===== src/rtl/imem_loader_pkg.sv =====
// Shared CPU definitions for the instruction memory and its program loader.
package imem_loader_pkg;

  localparam int unsigned IMEM_ADDR_W = 12;
  localparam int unsigned IMEM_DATA_W = 16;
  localparam int unsigned IMEM_DEPTH  = 4096;

  // Loader state encoding, shared with anything that observes the loader.
  typedef enum logic [2:0] {
    IDLE   = 3'd0,
    CNT_HI = 3'd1,
    CNT_LO = 3'd2,
    DAT_HI = 3'd3,
    DAT_LO = 3'd4,
    CHK    = 3'd5,
    DONE   = 3'd6,
    ERR    = 3'd7
  } ld_state_e;

  // A load is active (bytes accepted, CPU stalled) in every state from
  // CNT_HI through CHK.
  function automatic logic loader_busy(input logic [2:0] s);
    return (s == CNT_HI) || (s == CNT_LO) || (s == DAT_HI) ||
           (s == DAT_LO) || (s == CHK);
  endfunction

  // Word counts larger than the memory cannot be loaded.
  function automatic logic count_oversize(input logic [15:0] n);
    return n > 16'(IMEM_DEPTH);
  endfunction

endpackage


===== src/rtl/imem_loader_if.sv =====
// Byte-stream input and instruction-memory write port of the program loader.
interface imem_loader_if #(
  parameter int unsigned ADDR_W = 12,
  parameter int unsigned DATA_W = 16
);

  logic [7:0]        in_data;
  logic              in_valid;
  logic              in_ready;
  logic              imem_we;
  logic [ADDR_W-1:0] imem_addr;
  logic [DATA_W-1:0] imem_wdata;

  // Loader side: consumes the stream, drives the memory write port.
  modport slave (
    input  in_data,
    input  in_valid,
    output in_ready,
    output imem_we,
    output imem_addr,
    output imem_wdata
  );

  // Environment side: byte source plus the instruction memory.
  modport master (
    output in_data,
    output in_valid,
    input  in_ready,
    input  imem_we,
    input  imem_addr,
    input  imem_wdata
  );

endinterface


===== src/rtl/imem_loader.sv =====
// Program loader: assembles big-endian words from a framed byte stream,
// writes them from address 0 upward and verifies an XOR checksum while
// holding the CPU fetch stage in stall.
module imem_loader
  import imem_loader_pkg::*;
#(
  parameter int unsigned ADDR_W = IMEM_ADDR_W,
  parameter int unsigned DATA_W = IMEM_DATA_W
) (
  input  logic         clk,
  input  logic         reset_n,
  input  logic         start,
  imem_loader_if.slave bus,
  output logic         cpu_hold,
  output logic         load_done,
  output logic         load_err
);

  localparam logic [2:0] S_IDLE   = IDLE;
  localparam logic [2:0] S_CNT_HI = CNT_HI;
  localparam logic [2:0] S_CNT_LO = CNT_LO;
  localparam logic [2:0] S_DAT_HI = DAT_HI;
  localparam logic [2:0] S_DAT_LO = DAT_LO;
  localparam logic [2:0] S_CHK    = CHK;
  localparam logic [2:0] S_DONE   = DONE;
  localparam logic [2:0] S_ERR    = ERR;

  logic [2:0]        state_q;
  logic [2:0]        state_d;
  logic              ready_q;
  logic              we_q;
  logic [ADDR_W-1:0] addr_q;
  logic [DATA_W-1:0] wdata_q;
  logic [7:0]        cnt_hi_q;
  logic [7:0]        hi_q;
  logic [7:0]        csum_q;
  logic [12:0]       rem_q;

  logic              accept;
  logic              start_acc;
  logic [15:0]       count_n;

  assign accept    = bus.in_valid && ready_q;
  assign count_n   = {cnt_hi_q, bus.in_data};
  assign start_acc = start && ((state_q == S_IDLE) || (state_q == S_DONE) ||
                               (state_q == S_ERR));

  assign bus.in_ready   = ready_q;
  assign bus.imem_we    = we_q;
  assign bus.imem_addr  = addr_q;
  assign bus.imem_wdata = wdata_q;

  // Next-state: every advance is gated by a byte handshake, except leaving
  // the idle/terminal states, which only needs start.
  always_comb begin
    state_d = state_q;
    unique case (state_q)
      S_IDLE, S_DONE, S_ERR: begin
        if (start) state_d = S_CNT_HI;
      end
      S_CNT_HI: begin
        if (accept) state_d = S_CNT_LO;
      end
      S_CNT_LO: begin
        if (accept) begin
          if (count_n == 16'd0)             state_d = S_CHK;
          else if (count_oversize(count_n)) state_d = S_ERR;
          else                              state_d = S_DAT_HI;
        end
      end
      S_DAT_HI: begin
        if (accept) state_d = S_DAT_LO;
      end
      S_DAT_LO: begin
        if (accept) state_d = (rem_q == 13'd1) ? S_CHK : S_DAT_HI;
      end
      S_CHK: begin
        if (accept) state_d = (bus.in_data == csum_q) ? S_DONE : S_ERR;
      end
      default: state_d = S_IDLE;
    endcase
  end

  // State plus the outputs that are pure registered functions of it; built
  // from state_d so hold and done/err change on the same edge.
  always_ff @(posedge clk or negedge reset_n) begin
    if (!reset_n) begin
      state_q   <= S_IDLE;
      ready_q   <= 1'b0;
      cpu_hold  <= 1'b0;
      load_done <= 1'b0;
      load_err  <= 1'b0;
    end else begin
      state_q   <= state_d;
      ready_q   <= loader_busy(state_d);
      cpu_hold  <= loader_busy(state_d);
      load_done <= (state_d == S_DONE);
      load_err  <= (state_d == S_ERR);
    end
  end

  // Frame bookkeeping: count high byte, word high byte, words left, checksum.
  always_ff @(posedge clk or negedge reset_n) begin
    if (!reset_n) begin
      cnt_hi_q <= '0;
      hi_q     <= '0;
      rem_q    <= '0;
      csum_q   <= '0;
    end else begin
      if (start_acc) begin
        csum_q <= '0;
      end else if (accept) begin
        csum_q <= csum_q ^ bus.in_data;
      end
      if (accept && (state_q == S_CNT_HI)) cnt_hi_q <= bus.in_data;
      if (accept && (state_q == S_DAT_HI)) hi_q     <= bus.in_data;
      if (accept && (state_q == S_CNT_LO)) begin
        rem_q <= count_n[12:0];
      end else if (accept && (state_q == S_DAT_LO)) begin
        rem_q <= rem_q - 13'd1;
      end
    end
  end

  // Memory write port: one-cycle strobe after each low byte; the address
  // steps after the strobe so it is stable while the write happens.
  always_ff @(posedge clk or negedge reset_n) begin
    if (!reset_n) begin
      we_q    <= 1'b0;
      wdata_q <= '0;
      addr_q  <= '0;
    end else begin
      we_q <= accept && (state_q == S_DAT_LO);
      if (accept && (state_q == S_DAT_LO)) begin
        wdata_q <= DATA_W'({hi_q, bus.in_data});
      end
      if (start_acc) begin
        addr_q <= '0;
      end else if (we_q) begin
        addr_q <= addr_q + ADDR_W'(1);
      end
    end
  end

endmodule


===== src/flat_wrapper.sv =====
// flat-port wrapper written by rule: the top's interface ports become plain ports
module imem_loader_flat import imem_loader_pkg::*;
#(
  parameter int unsigned ADDR_W = IMEM_ADDR_W,
  parameter int unsigned DATA_W = IMEM_DATA_W
)
  (clk, reset_n, start, cpu_hold, load_done, load_err, bus_in_data, bus_in_valid, bus_in_ready, bus_imem_we, bus_imem_addr, bus_imem_wdata);
  imem_loader_if #(.ADDR_W(ADDR_W), .DATA_W(DATA_W)) bus_i ();
  input  logic clk;
  input  logic reset_n;
  input  logic start;
  output logic cpu_hold;
  output logic load_done;
  output logic load_err;
  input wire logic [$bits(bus_i.in_data)-1:0] bus_in_data;
  input wire logic [$bits(bus_i.in_valid)-1:0] bus_in_valid;
  output wire logic [$bits(bus_i.in_ready)-1:0] bus_in_ready;
  output wire logic [$bits(bus_i.imem_we)-1:0] bus_imem_we;
  output wire logic [$bits(bus_i.imem_addr)-1:0] bus_imem_addr;
  output wire logic [$bits(bus_i.imem_wdata)-1:0] bus_imem_wdata;
  assign bus_i.in_data = bus_in_data;
  assign bus_i.in_valid = bus_in_valid;
  assign bus_in_ready = bus_i.in_ready;
  assign bus_imem_we = bus_i.imem_we;
  assign bus_imem_addr = bus_i.imem_addr;
  assign bus_imem_wdata = bus_i.imem_wdata;
  imem_loader #(.ADDR_W(ADDR_W), .DATA_W(DATA_W)) u_core (.clk(clk), .reset_n(reset_n), .start(start), .bus(bus_i), .cpu_hold(cpu_hold), .load_done(load_done), .load_err(load_err));
endmodule

===== config.mk =====
export PLATFORM = sky130hd
export DESIGN_NAME = imem_loader_flat
export DESIGN_NICKNAME = d
export VERILOG_FILES = /design/src/rtl/imem_loader_pkg.sv /design/src/rtl/imem_loader_if.sv /design/src/rtl/imem_loader.sv /design/src/flat_wrapper.sv
export SDC_FILE = /design/constraint.sdc
export NUM_CORES = 1
export LEC_CHECK = 0
export CORE_MARGIN = 10
export CORE_UTILIZATION = 54
export CTS_CLUSTER_DIAMETER = 60
export DETAILED_ROUTE_END_ITERATION = 7
export MAX_ROUTING_LAYER = met4
export PLACE_DENSITY = 0.79
export SLEW_MARGIN = 20
export SYNTH_ARGS = -nofsm -noshare
export SYNTH_HDL_FRONTEND = slang
export SYNTH_SLANG_ARGS = --single-unit

===== constraint.sdc =====
create_clock -name clk -period 2.2 [get_ports clk]
set_input_delay 0.22 -clock clk [delete_from_list [all_inputs] [get_ports clk]]
set_output_delay 0.22 -clock clk [all_outputs]
set_load 0.02 [all_outputs]

==> impl_metrics.env <==
export IMPL_status="complete, no violations"
export IMPL_path_class="reg2reg"
export IMPL_yosysWarnings=0
export IMPL_yosys_mux_area_fraction_pct=5.70
export IMPL_clock_latency_ns=0.35
export IMPL_antenna_found_initial=0
export IMPL_yosysUniqueCellTypes=44
export IMPL_rsz0062_at_grt="no"
export IMPL_cp_max_fo=7
export IMPL_grtUsageTotal_pct=17.1
export IMPL_cellPowerDensity_nw_per_um2=1280
export IMPL_arrival_ns=2.15
export IMPL_area_growth_synth_to_final_pct=26.3
export IMPL_ys_ff_latch=72
export IMPL_fin_nets=405
export IMPL_fin_util_pct=70.8
export IMPL_die_area_um2=9730
export IMPL_die_y_um=98.6
export IMPL_worstPathRequired_ns=2.40
export IMPL_synth_top_area_share_pct=54.0
export IMPL_multi_input_area_um2=1480
export IMPL_nFillCells=457
export IMPL_boundaryPins=45
export IMPL_die_w_um=98.6
export IMPL_ir_drop_mv=0.745
export IMPL_seq_area_frac_synth_pct=54.0
export IMPL_placementRows=28
export IMPL_final_common_cell="nand2_1"
export IMPL_finalWirelength_mm=7.71
export IMPL_fp_coreArea_um2=5960
export IMPL_cts_buffers=9
export IMPL_clock_sinks=72
export IMPL_grt_pass1_wl_mm=13.2
export IMPL_worstRegToRegCells=6
export IMPL_clock_fmax_mhz=514
export IMPL_finalHoldViolations=0
export IMPL_finalMaxSlewViolations=0
export IMPL_yosysTopAreaCell="dfrtp_1"
export IMPL_io_buffers=44
export IMPL_syn_area_um2=3340
export IMPL_stdcell_area_um2=4220
export IMPL_cts_max_path_buffers=2
export IMPL_postLayoutSetupSlackWorst_ns=0.253
export IMPL_htree_levels=3
export IMPL_leakage_nw=1.90
export IMPL_netlist_instances=325
export IMPL_drc=0
export IMPL_grt_max_degree=73
export IMPL_tightest_slew_ns=0.496
export IMPL_synth_avg_cell_area_um2=10.3
export IMPL_synth_compound_area_share_pct=7.98
export IMPL_grt_pass1_vias=2627
export IMPL_pre_cts_slack_ns=0.0252
export IMPL_cts_tree="yes"
export IMPL_drt_pass1_iter_count=5
export IMPL_slew_headroom_pct=66.7
export IMPL_gp_congestion=0.874
export IMPL_fin_setup_tns_ns=0
export IMPL_setup_worst_path_start_class="flip-flop"
export IMPL_dpl_cell_count=453
export IMPL_postRouteAntennaNets=0
export IMPL_yosys_area_share_xor_xnor_pct=7.34
export IMPL_layoutNonFillerInstCount=470
export IMPL_layout_common_cells="nand2_1, dfrtp_1, clkdlybuf4s50_1, nor2_1, buf_4"
export IMPL_synth_top_flop_cell="dfrtp_1"
export IMPL_hp_class="in2async"
export IMPL_synth_enable_flop_cells=0
export IMPL_placed_cell_area_um2=3990
export IMPL_synth_top_family_by_area="simple AND/OR/NAND/NOR gates"
export IMPL_seqCellArea_um2=1800
export IMPL_reg2reg_slack_ns=0.25
export IMPL_antennaDiodeCount=0
export IMPL_setup_violations=0
export IMPL_drt_iter0_drc=110
export IMPL_rr_endpoint="u_core.rem_q[7]$_DFFE_PN0P_"
export IMPL_min_period_ns=1.95
export IMPL_drive_above_1_share_pct=16.7
export IMPL_synthAdderAreaFrac_pct=1.12
export IMPL_yosys_area_share_simple_pct=22.0
export IMPL_clk_pin_slew_ns=0.08
export IMPL_dp_hpwl_mm=5.34
export IMPL_drt_vias_per_instance=5.53
export IMPL_post_drt_wl_per_cell_um=16.4
export IMPL_initial_core_util_pct=56.1
export IMPL_cts_root_buffer="clkbuf_8"
export IMPL_synth_fp_nets=340
export IMPL_fin_crit_sh_pct=88.5
export IMPL_async_flop_share_pct=100
export IMPL_num_vias=2601
export IMPL_end_kind="flip-flop"
export IMPL_cap_viol_max_count=0
export IMPL_finClkSkew_ns=0.0101
export IMPL_grt_overflow=0
export IMPL_reg2reg_from="u_core.state_q[1]$_DFF_PN0_"
export IMPL_ys_top_cells_by_area="dfrtp_1, nand2_1, mux2_2, xor2_1, nor2_1"
## cell type report
class / instances / share of cell area [%]
clock inverter: 4 / 1.22
inverter: 3 / 0.267
sequential: 72 / 42.7
multi-input combinational: 238 / 35.1
timing repair buffer: 66 / 14.6
tap: 75 / 2.22
clock buffer: 12 / 3.91
## worst max-delay path by stage
stage,from,to,depth (start not counted)
final,u_core.state_q[1]$_DFF_PN0_,u_core.rem_q[7]$_DFFE_PN0P_,6
after CTS,u_core.state_q[1]$_DFF_PN0_,u_core.rem_q[11]$_DFFE_PN0P_,6
after global placement,bus_in_data[0],u_core.cpu_hold$_DFF_PN0_,6
after floorplan,u_core.cpu_hold$_DFF_PN0_,u_core.rem_q[4]$_DFFE_PN0P_,7
after global routing,u_core.state_q[1]$_DFF_PN0_,u_core.rem_q[7]$_DFFE_PN0P_,6
after detailed placement,bus_in_valid,u_core.rem_q[11]$_DFFE_PN0P_,7
## worst max-delay path, cell delays in order (launching register included)
cell and delay, ns:
dfrtp_1 0.46, nand2b_4 0.19, or3_1 0.39, nor2_1 0.23
nand3_2 0.17, o211ai_1 0.22, o311ai_0 0.14
## cell families (layout without fill, tap and decap cells)
logic type	count (synthesis)	in the layout
and+or+nand+nor	154	154
DFF	72	72
AOI/OAI and AO/OA	36	36
buffers and inverters	15	85
adders and majority gates	3	3
xor gates and xnor gates	28	28
muxes	17	17
## Yosys cell counts, types with 5 or more instances
cell,count
nand3_1,8
xnor2_1,10
a21oi_1,5
nand2_1,79
nor2_1,32
clkbuf_1,8
xor2_1,18
mux2_2,16
dfrtp_1,72
o211ai_1,8
or3_1,5
o311ai_0,5
## flip-flops by register name, indices dropped and copies added, names as in the netlist
signal,cells
u_core.bus.imem_we,1
u_core.cnt_hi_q,8
u_core.cpu_hold,1
u_core.hi_q,8
u_core.bus.imem_addr,12
u_core.load_err,1
u_core.csum_q,8
u_core.rem_q,13
u_core.bus.imem_wdata,16
u_core.load_done,1
u_core.state_q,3
## where the power goes
part	switching [mW]	internal (mW)
registers	0.439	1.85
logic	1.01	0.988
clock network	0.505	0.617
## per-stage QoR
step | hold slack (ns) | power [mW]
global route | 0.463 | 5.79
CTS | 0.448 | 5.43
floorplan | -0.0756 | 3.51
finish | 0.432 | 5.41
detailed placement | 0.280 | 4.29
global placement | 0.274 | 4.21
## routing by layer
| metal | routed length [µm] | GRT usage (%) | share of wire (%) | vias to the layer above |
|---|---|---|---|---|
| met5 | 0 | - | 0 | - |
| met2 | 3680 | 26.7 | 48 | 64 |
| li1 | - | - | - | 1247 |
| met1 | 3580 | 21.3 | 46 | 1277 |
| met4 | 132 | 6.95 | 1.7 | 0 |
| met3 | 313 | 3.21 | 4.1 | 13 |
## what timing repair did
| action | CTS | global route |
|---|---|---|
| buffers inserted | 0 | 0 |
| hold buffers | 1 | 0 |
| gates resized for setup | 0 | 1 |
| endpoints found under the setup margin | 0 | 1 |
| hold endpoints to repair | 72 | 0 |
No activity file was read; power rests on OpenSTA's default activity.
